===== src/rtl/pipe_pkg.sv =====
// Shared pipeline types: EX control bundle, ALU opcodes, NOP control, XZR.
// Imported by every pipeline-stage module.
package pipe_pkg;

  typedef enum logic [2:0] {
    ALU_ADD  = 3'd0,
    ALU_SUB  = 3'd1,
    ALU_AND  = 3'd2,
    ALU_ORR  = 3'd3,
    ALU_EOR  = 3'd4,
    ALU_LSL  = 3'd5,
    ALU_LSR  = 3'd6,
    ALU_PASS = 3'd7
  } alu_op_e;

  typedef struct packed {
    logic    alu_src;
    alu_op_e alu_op;
    logic    mem_rd;
    logic    mem_wr;
    logic    reg_wr;
    logic    set_flags;
  } ctrl_t;

  localparam ctrl_t      CTRL_NOP = '0;
  localparam logic [4:0] XZR      = 5'd31;

endpackage


===== src/rtl/load_use_detect.sv =====
// Load-use hazard equation between the EX slot and the decode slot.
// Purely combinational; shared by later pipeline variants.
module load_use_detect
  import pipe_pkg::*;
#(
  parameter int REG_BITS = 5
) (
  input  logic                ex_valid,
  input  logic                ex_mem_rd,
  input  logic                ex_reg_wr,
  input  logic [REG_BITS-1:0] ex_rd,
  input  logic                id_valid,
  input  logic [REG_BITS-1:0] id_rn,
  input  logic [REG_BITS-1:0] id_rm,
  input  logic                id_uses_rm,
  output logic                hazard
);

  logic ex_is_load;
  logic rn_hit;
  logic rm_hit;

  always_comb begin
    ex_is_load = ex_valid & ex_mem_rd & ex_reg_wr
               & (ex_rd != REG_BITS'(XZR));
    rn_hit     = (id_rn == ex_rd);
    rm_hit     = id_uses_rm & (id_rm == ex_rd);
    hazard     = ex_is_load & id_valid & (rn_hit | rm_hit);
  end

endmodule


===== src/rtl/id_ex_pipe_reg.sv =====
// ID/EX pipeline register with load-use bubble, stall and flush.
// IDEX_PERF_CNT_EN adds saturating bubble/stall counters.
module id_ex_pipe_reg
  import pipe_pkg::*;
#(
  parameter int WIDTH    = 64,
  parameter int REG_BITS = 5
) (
  input  logic                clk,
  input  logic                reset,
  input  logic                id_valid,
  input  logic [WIDTH-1:0]    id_da,
  input  logic [WIDTH-1:0]    id_db,
  input  logic [WIDTH-1:0]    id_imm,
  input  ctrl_t               id_ctrl,
  input  logic [REG_BITS-1:0] id_rn,
  input  logic [REG_BITS-1:0] id_rm,
  input  logic                id_uses_rm,
  input  logic [REG_BITS-1:0] id_rd,
  input  logic                stall,
  input  logic                flush,
  output logic                ex_valid,
  output logic [WIDTH-1:0]    ex_da,
  output logic [WIDTH-1:0]    ex_db,
  output logic [WIDTH-1:0]    ex_imm,
  output ctrl_t               ex_ctrl,
  output logic [REG_BITS-1:0] ex_rn,
  output logic [REG_BITS-1:0] ex_rm,
  output logic [REG_BITS-1:0] ex_rd,
  output logic                hazard_stall
`ifdef IDEX_PERF_CNT_EN
  ,
  output logic [31:0]         bubble_cnt,
  output logic [31:0]         stall_cnt
`endif
);

  logic                valid_q, valid_d;
  logic [WIDTH-1:0]    da_q, da_d;
  logic [WIDTH-1:0]    db_q, db_d;
  logic [WIDTH-1:0]    imm_q, imm_d;
  ctrl_t               ctrl_q, ctrl_d;
  logic [REG_BITS-1:0] rn_q, rn_d;
  logic [REG_BITS-1:0] rm_q, rm_d;
  logic [REG_BITS-1:0] rd_q, rd_d;

  logic hazard;
  logic do_bubble;
  logic do_load;
  logic hz_bubble;

  load_use_detect #(
    .REG_BITS (REG_BITS)
  ) u_lud (
    .ex_valid   (valid_q),
    .ex_mem_rd  (ctrl_q.mem_rd),
    .ex_reg_wr  (ctrl_q.reg_wr),
    .ex_rd      (rd_q),
    .id_valid   (id_valid),
    .id_rn      (id_rn),
    .id_rm      (id_rm),
    .id_uses_rm (id_uses_rm),
    .hazard     (hazard)
  );

  // flush beats stall; stall beats the hazard bubble
  always_comb begin
    hz_bubble = ~flush & ~stall & hazard;
    do_bubble = flush | hz_bubble;
    do_load   = ~flush & ~stall & ~hazard;
  end

  always_comb begin
    valid_d = valid_q;
    da_d    = da_q;
    db_d    = db_q;
    imm_d   = imm_q;
    ctrl_d  = ctrl_q;
    rn_d    = rn_q;
    rm_d    = rm_q;
    rd_d    = rd_q;
    if (do_bubble) begin
      valid_d = 1'b0;
      da_d    = '0;
      db_d    = '0;
      imm_d   = '0;
      ctrl_d  = CTRL_NOP;
      rn_d    = '0;
      rm_d    = '0;
      rd_d    = '0;
    end else if (do_load) begin
      valid_d = id_valid;
      da_d    = id_da;
      db_d    = id_db;
      imm_d   = id_imm;
      ctrl_d  = id_valid ? id_ctrl : CTRL_NOP;
      rn_d    = id_rn;
      rm_d    = id_rm;
      rd_d    = id_rd;
    end
  end

  always_ff @(posedge clk or negedge reset) begin
    if (!reset) begin
      valid_q <= 1'b0;
      da_q    <= '0;
      db_q    <= '0;
      imm_q   <= '0;
      ctrl_q  <= CTRL_NOP;
      rn_q    <= '0;
      rm_q    <= '0;
      rd_q    <= '0;
    end else begin
      valid_q <= valid_d;
      da_q    <= da_d;
      db_q    <= db_d;
      imm_q   <= imm_d;
      ctrl_q  <= ctrl_d;
      rn_q    <= rn_d;
      rm_q    <= rm_d;
      rd_q    <= rd_d;
    end
  end

  assign ex_valid     = valid_q;
  assign ex_da        = da_q;
  assign ex_db        = db_q;
  assign ex_imm       = imm_q;
  assign ex_ctrl      = ctrl_q;
  assign ex_rn        = rn_q;
  assign ex_rm        = rm_q;
  assign ex_rd        = rd_q;
  assign hazard_stall = hazard;

`ifdef IDEX_PERF_CNT_EN
  logic [31:0] bubble_cnt_q, bubble_cnt_d;
  logic [31:0] stall_cnt_q, stall_cnt_d;

  // counters saturate and ignore flush
  always_comb begin
    bubble_cnt_d = bubble_cnt_q;
    stall_cnt_d  = stall_cnt_q;
    if (hz_bubble && bubble_cnt_q != '1)
      bubble_cnt_d = bubble_cnt_q + 32'd1;
    if (stall && stall_cnt_q != '1)
      stall_cnt_d = stall_cnt_q + 32'd1;
  end

  always_ff @(posedge clk or negedge reset) begin
    if (!reset) begin
      bubble_cnt_q <= '0;
      stall_cnt_q  <= '0;
    end else begin
      bubble_cnt_q <= bubble_cnt_d;
      stall_cnt_q  <= stall_cnt_d;
    end
  end

  assign bubble_cnt = bubble_cnt_q;
  assign stall_cnt  = stall_cnt_q;
`endif

endmodule


===== config.mk =====
export PLATFORM = sky130hd
export DESIGN_NAME = id_ex_pipe_reg
export DESIGN_NICKNAME = d
export VERILOG_FILES = /design/src/rtl/pipe_pkg.sv /design/src/rtl/load_use_detect.sv /design/src/rtl/id_ex_pipe_reg.sv
export SDC_FILE = /design/constraint.sdc
export NUM_CORES = 1
export LEC_CHECK = 0
export ABC_AREA = 1
export ABC_CLOCK_PERIOD_IN_PS = 1400
export BUFFER_PORTS_ARGS = -buffer_cell sky130_fd_sc_hd__buf_4
export CAP_MARGIN = 10
export CORE_MARGIN = 10
export CORE_UTILIZATION = 35
export DETAILED_ROUTE_END_ITERATION = 16
export PLACE_DENSITY = 0.66
export RECOVER_POWER = 25
export REMOVE_ABC_BUFFERS = 1
export SLEW_MARGIN = 20
export SYNTH_ARGS = -nofsm -noshare
export SYNTH_HDL_FRONTEND = slang
export SYNTH_SLANG_ARGS = --single-unit

===== constraint.sdc =====
create_clock -name clk -period 1.4 [get_ports clk]
set_input_delay 0.21 -clock clk [delete_from_list [all_inputs] [get_ports clk]]
set_output_delay 0.21 -clock clk [all_outputs]
set_load 0.03 [all_outputs]

==> results of run 1 <==
==> path summary, 6_finish.rpt <==
kind | end | slack [ns]
setup / recovery | hazard_stall | -0.54
hold / removal | ex_da[30]$_DFFE_PN0P_ | 0.02
setup reg to reg | ex_da[44]$_DFFE_PN0P_ | -0.52
hold reg to reg | ex_imm[39]$_DFFE_PN0P_ | 0.48
max in group asynchronous | ex_imm[40]$_DFFE_PN0P_ | 0.21
min in group asynchronous | ex_da[60]$_DFFE_PN0P_ | 0.25
==> worst min-delay path, cell delays in order <==
cell and delay, ns:
buf_4 0.11, nand2_1 0.10, o21ai_2 0.07
==> final cells by class <==
cell class	instances	area, µm²	area share
multi-input cells	699	3822	0.2139
clock inverters	8	43.79	0.002451
repair buffers	759	7366	0.4122
clock buffers	37	700.7	0.03921
flip-flops and latches	216	5410	0.3028
inverters	25	98.84	0.005532
diodes	3	7.507	0.0004201
well taps	335	419.2	0.02346
==> metrics by stage <==
| stage | setup TNS (ns) | cell area (µm²) | cells |
|---|---|---|---|
| 2_1_floorplan | -1239.24 | 8810 | 940 |
| 3_3_place_gp | -37.53 | 13070 | 1759 |
| 3_5_place_dp | -45.71 | 13070 | 1759 |
| 4_1_cts | -80.83 | 17220 | 2069 |
| 5_1_grt | -97.64 | 17870 | 2082 |
| 6_report | -73.01 | 17870 | 2082 |
==> cells in the final DEF, fill, tap and decap left out, types with 4 or more instances in the layout <==
master,count
nand2_1,463
buf_4,450
dfrtp_1,212
dlygate4sd3_1,207
o21ai_2,191
buf_12,38
buf_6,31
clkbuf_16,27
buf_16,24
inv_1,18
o21ai_4,13
nand4_1,10
clkbuf_1,9
nor2_1,7
clkinv_2,7
buf_8,6
inv_2,5
dfrtp_2,4
==> power groups by stage <==
stage	Clock (mW)	Combinational [mW]	Sequential, mW
finish	6.12	4.28	6.83
CTS	6.22	4.04	6.81
detailed placement	0	3.05	6.91
floorplan	0	0.724	7.59
global placement	0	3.02	6.90
global route	6.48	4.53	6.86
==> cell families (layout without fill, tap and decap cells) <==
group | after synthesis | after routing | share of synthesized area
AO/OA/AOI/OAI | 207 | 207 | 0.1526
AND/OR/NAND/NOR | 491 | 491 | 0.2044
other | 0 | 3 | 0
buffers and inverters | 97 | 829 | 0.05776
XOR/XNOR | 1 | 1 | 0.0009470
flip-flops | 216 | 216 | 0.5843
==> timing repair <==
item / in CTS / in global routing
hold endpoints to repair: 422 / 0
gates resized for setup: 120 / 216
pin swaps: 6 / 15
hold buffers: 207 / 0
setup endpoints to repair: 223 / 225
cloned: 27 / 3
setup buffers: 33 / 23
==> sequential cells by signal, indices dropped and copies added, names as in the netlist <==
name	count
ex_ctrl	8
ex_da	64
ex_db	64
ex_imm	64
ex_rd	5
ex_rm	5
ex_rn	5
ex_valid	1
==> routing by layer <==
metal / up-vias / track usage
li1: 4658 / -
met3: 112 / 0.06726
met1: 4948 / 0.2588
met2: 481 / 0.4134
met4: 0 / 0.08981
met5: - / 0
==> impl_results.md, run 1 <==
- Status: finished, violations left
- Failing checks: negative setup slack
- Top cells by area, synth: dfrtp_1 58%, nand2_1 19%, o21ai_2 9.5%
- Synth top area share: 0.5843
- Area growth syn-to-layout: 93.17%
- Worst Skew: approximately 0.016 ns
- Met1 wire length: 15.22 mm
- Peak VDD IR: 0.7831 mV
- Register share of total power: 0.396
- Clk slew on worst S/H paths: ~0.06 ns
- Worst Setup Path Type: register to output port
- #FFs+latches synth: 216
- Critical Path Start: ex_rd[2]$_DFFE_PN0P_
- Top_reg_cell synth: dfrtp_1
- CP endpoint kind: output port
- Most frequent cell after synthesis: nand2_1
- Clock network power share: 0.355
- DP Worst Slack: -0.3087 ns
- Asr flop ratio synth: 1.000
- Synth warn: 0
- Site Rows: 59
- Critical R2R Launch: ex_rd[2]$_DFFE_PN0P_
- Root Driver: clkbuf_16
- Fillers: 1819
- First-pass GRT wire length: between 60 and 70 mm
- Seq/Total Area, Yosys: 0.5843
- Share of cells above drive strength 1: 0.4644
- Sw Share: 0.2971
- Routed vias/inst: 4.899
- P_int: 12.11 mW
- Crit path cell chain: nor2_2 -> nor2_1 -> nor2_1 -> nand3_1 -> nand2_1 -> nand2_2 -> buf_6 -> inv_2 -> buf_6
- Final hold viol count: 0
- Crit. path cell count: 9
- Worst-skew pair later-pin latency: about 0.53 ns
- Tcrit/Tclk final: 1.389
- I/O pin count: 438
- Setup crit start kind: register
- WL met3: ~3.6 mm
- TritonCTS clock tree: done
- Max Clock Freq: about 0.51 GHz
- Commonest cells in the netlist: 465 x nand2_1, 216 x dfrtp_1, 100 x o21ai_2
- Number of global-route vias before repair: 10998
- PD cells: 964.3 nW/µm²
- Clock Sinks: 216
- Drc violations: 0
- Reg2Reg Depth: 15
- WP data arrival: 1.73 ns
- Util after Layout: 0.6857
- # setup viols final: ~220
- Top layer in use: met4
- P_sw: 5.119 mW
- Hold_sp: id_da[30]
- Htree depth: 1
- Met2 routed WL: roughly 22 mm
- DRT Wirelength: 42.53 mm
- TritonCTS buffer count: 25
- Worst hold path class: input port to register
- Final worst slack: -0.5446 ns
- Final Slew Violations: 0
- Area leader, netlist: dfrtp_1
- Crit-path max FO: 6
- Rel. slew slack: 0.5732
- RSZ-0062 raised after global routing: true
- Leakage: slightly below 9 nW
- EDFF count, synth: 0
- Core area: 26060 µm²
- CP max stage delay: 0.45 ns
- Worst hold margin: about 0.024 ns
- Largest net degree at the start of global routing: 85
- Drt wl/cell: 20.43 µm
- Netlist cell types: 22
- CP delay by family, top: simple AND/OR/NAND/NOR gates
- Die area: approximately 33000 µm²
- Syn_area_per_cell: just over 9 µm²
- WP buf/inv: 3
- Mapped Area: 9250 µm²
- Crit path time final: a little under 2 ns
- Die Y-Extent: 182.6 µm
- Die width: 182.6 µm
- Vias post-DR: ~10000
- Gp weighted congestion: 0.8242
- Grt ovf: 0
- Half-perimeter wire length after placement: approximately 25 mm
- Initial antenna violation count: 3
- Layout Nets: 1947
- Drt first pass iters: 5
- Initial core utilization: 0.3550
- Tightest Pin Transition: between 0.6 and 0.7 ns
- Hold Path Depth: 3
- Crit path required time: 1.19 ns
- Port Buffers: 437
- Cells after Synth: 1012
- Antenna-violating nets left: 0
- Max_cap viols: 0
- Total power: ~17 mW
- DRT iter0 DRCs: 658
- GR Util All Layers: 0.2336
- Clk buf depth: 3
- Comb pwr share: 0.249
- Slowest stage cell on the critical path: dfrtp_2
Note: power is estimated with default switching activity, not from simulation.
==> run 2, diff against run 1 <==
Settings changed: HOLD_SLACK_MARGIN from default to 0.06.
==> impl_results.md, run 2 (synthesis gave the netlist of run 1 again) <==
- WP data arrival: 1.73 ns
- Crit path required time: 1.19 ns
- Crit-path max FO: 6
- Drt first pass iters: 5
- Total power: roughly 17 mW
- Gp weighted congestion: 0.8242
- Core area: roughly 26000 µm²
- Tcrit/Tclk final: 1.388
- Area growth syn-to-layout: 94.13%
- Slowest stage cell on the critical path: dfrtp_2
- Largest net degree at the start of global routing: between 80 and 90
- I/O pin count: about 440
- Die Y-Extent: 182.6 µm
- Clk buf depth: 3
- Die area: 33330 µm²
- Tightest Pin Transition: 0.6395 ns
- Initial core utilization: 0.3550
- Failing checks: negative setup slack
- Rel. slew slack: 0.5737
- Peak VDD IR: 0.7755 mV
- Crit path time final: 1.944 ns
- Root Driver: clkbuf_16
- Final worst slack: -0.5439 ns
- Worst hold margin: 0.1144 ns
- Clock Sinks: 216
- Crit path cell chain: nor2_2 -> nor2_1 -> nor2_1 -> nand3_1 -> nand2_1 -> nand2_2 -> buf_6 -> inv_2 -> buf_6
- PD cells: 959.5 nW/µm²
- Drc violations: 0
- Clk slew on worst S/H paths: 0.06 ns
- Leakage: 8.947 nW
- Worst Skew: 0.01644 ns
- TritonCTS clock tree: done
- CP endpoint kind: output port
- Htree depth: 1
- Max Clock Freq: about 0.5 GHz
- Site Rows: about 60
- Final Slew Violations: 0
- DP Worst Slack: -0.3087 ns
- Most frequent cells in the layout: 463 x nand2_1, 450 x buf_4, 216 x dlygate4sd3_1
- Drt wl/cell: 20.31 µm
- Worst-skew pair later-pin latency: 0.53 ns
- Final hold viol count: 0
- Worst hold path class: input port to register
- RSZ-0062 raised after global routing: true
- Antenna-violating nets left: 0
- Layout Nets: 1956
- GR Util All Layers: 0.2344
- First-pass GRT wire length: ~63 mm
- Routed vias/inst: just under 5
- Worst Setup Path Type: register to output port
- Number of global-route vias before repair: 11065
- Initial antenna violation count: 4
- Grt ovf: 0
- Status: finished, violations left
- Vias post-DR: 10226
- Port Buffers: around 440
- Max_cap viols: 0
- CP max stage delay: 0.45 ns
- TritonCTS buffer count: 25
- Commonest non-fill, non-tap cell in the layout: nand2_1
- Share of cells above drive strength 1: 0.4615
- DRT Wirelength: 42.48 mm
- # setup viols final: ~220
- Die width: 182.6 µm
- Half-perimeter wire length after placement: 25.15 mm
- DRT iter0 DRCs: 613
- Setup crit start kind: register
run 2: cell count changes in the layout (fill, tap and decap cells not counted), sizes merged:
| cell | before | now |
|---|---|---|
| dlygate4sd3 | 207 | 216 |
| diode | 3 | 4 |
run 2: timing repair:
action / in CTS / in global routing
gates cloned: 27 / 3
buffers inserted: 33 / 23
endpoints found under the hold margin: 431 / 0
endpoints found under the setup margin: 223 / 225
hold buffers: 216 / 0
pin swaps: 6 / 15
gates resized for setup: 120 / 215
run 2: stage by stage:
step | setup TNS (ns) | utilization | cell area (µm²) | cells
finish | -72.77 | 0.6891 | 17960 | 2092
global route | -97.60 | 0.6891 | 17960 | 2092
CTS | -80.83 | 0.6644 | 17310 | 2078
detailed placement | -45.71 | 0.5016 | 13070 | 1759
global placement | -37.53 | 0.5016 | 13070 | 1759
floorplan | -1239.24 | - | 8810 | 940
run 2: layout make-up:
cell class | count | area [µm²]
multi-input combinational | 699 | 3819
sequential | 216 | 5410
fill | 1807 | 8102
clock inverter | 8 | 43.79
inverter | 25 | 98.84
antenna | 4 | 10.01
timing repair buffer | 768 | 7456
clock buffer | 37 | 700.7
tap | 335 | 419.2
run 2: report_power, final:
part           leakage, nW  total, mW  switching, mW  internal, mW
Combinational         5.71       4.30           2.22          2.08
Clock                0.372       6.10           2.65          3.45
Sequential            2.87       6.83          0.232          6.59
run 2: final timing paths:
path	startpoint	endpoint	slack (ns)	cells past startpoint
max	ex_rd[2]$_DFFE_PN0P_	hazard_stall	-0.54	9
min	id_valid	ex_valid$_DFFE_PN0P_	0.11	4
max reg2reg	ex_rd[2]$_DFFE_PN0P_	ex_da[44]$_DFFE_PN0P_	-0.52	15
min reg2reg	ex_da[23]$_DFFE_PN0P_	ex_da[23]$_DFFE_PN0P_	0.48	2
max in group asynchronous	reset	ex_da[55]$_DFFE_PN0P_	0.21	3
min in group asynchronous	reset	ex_da[60]$_DFFE_PN0P_	0.25	2
run 2: routing by layer:
metal	share of wire	track usage	up-vias
met5	0	0	-
met4	0.045	0.09470	0
met3	0.079	0.06686	112
met2	0.51	0.4133	469
met1	0.36	0.2595	4968
li1	-	-	4677
run 2: worst max-delay path, delay by kind of cell (launching register included):
| kind | cells | cell delay [ns] |
|---|---|---|
| and+or+nand+nor | 6 | 0.47 |
| buffers and inverters | 3 | 0.29 |
| DFF | 1 | 0.45 |
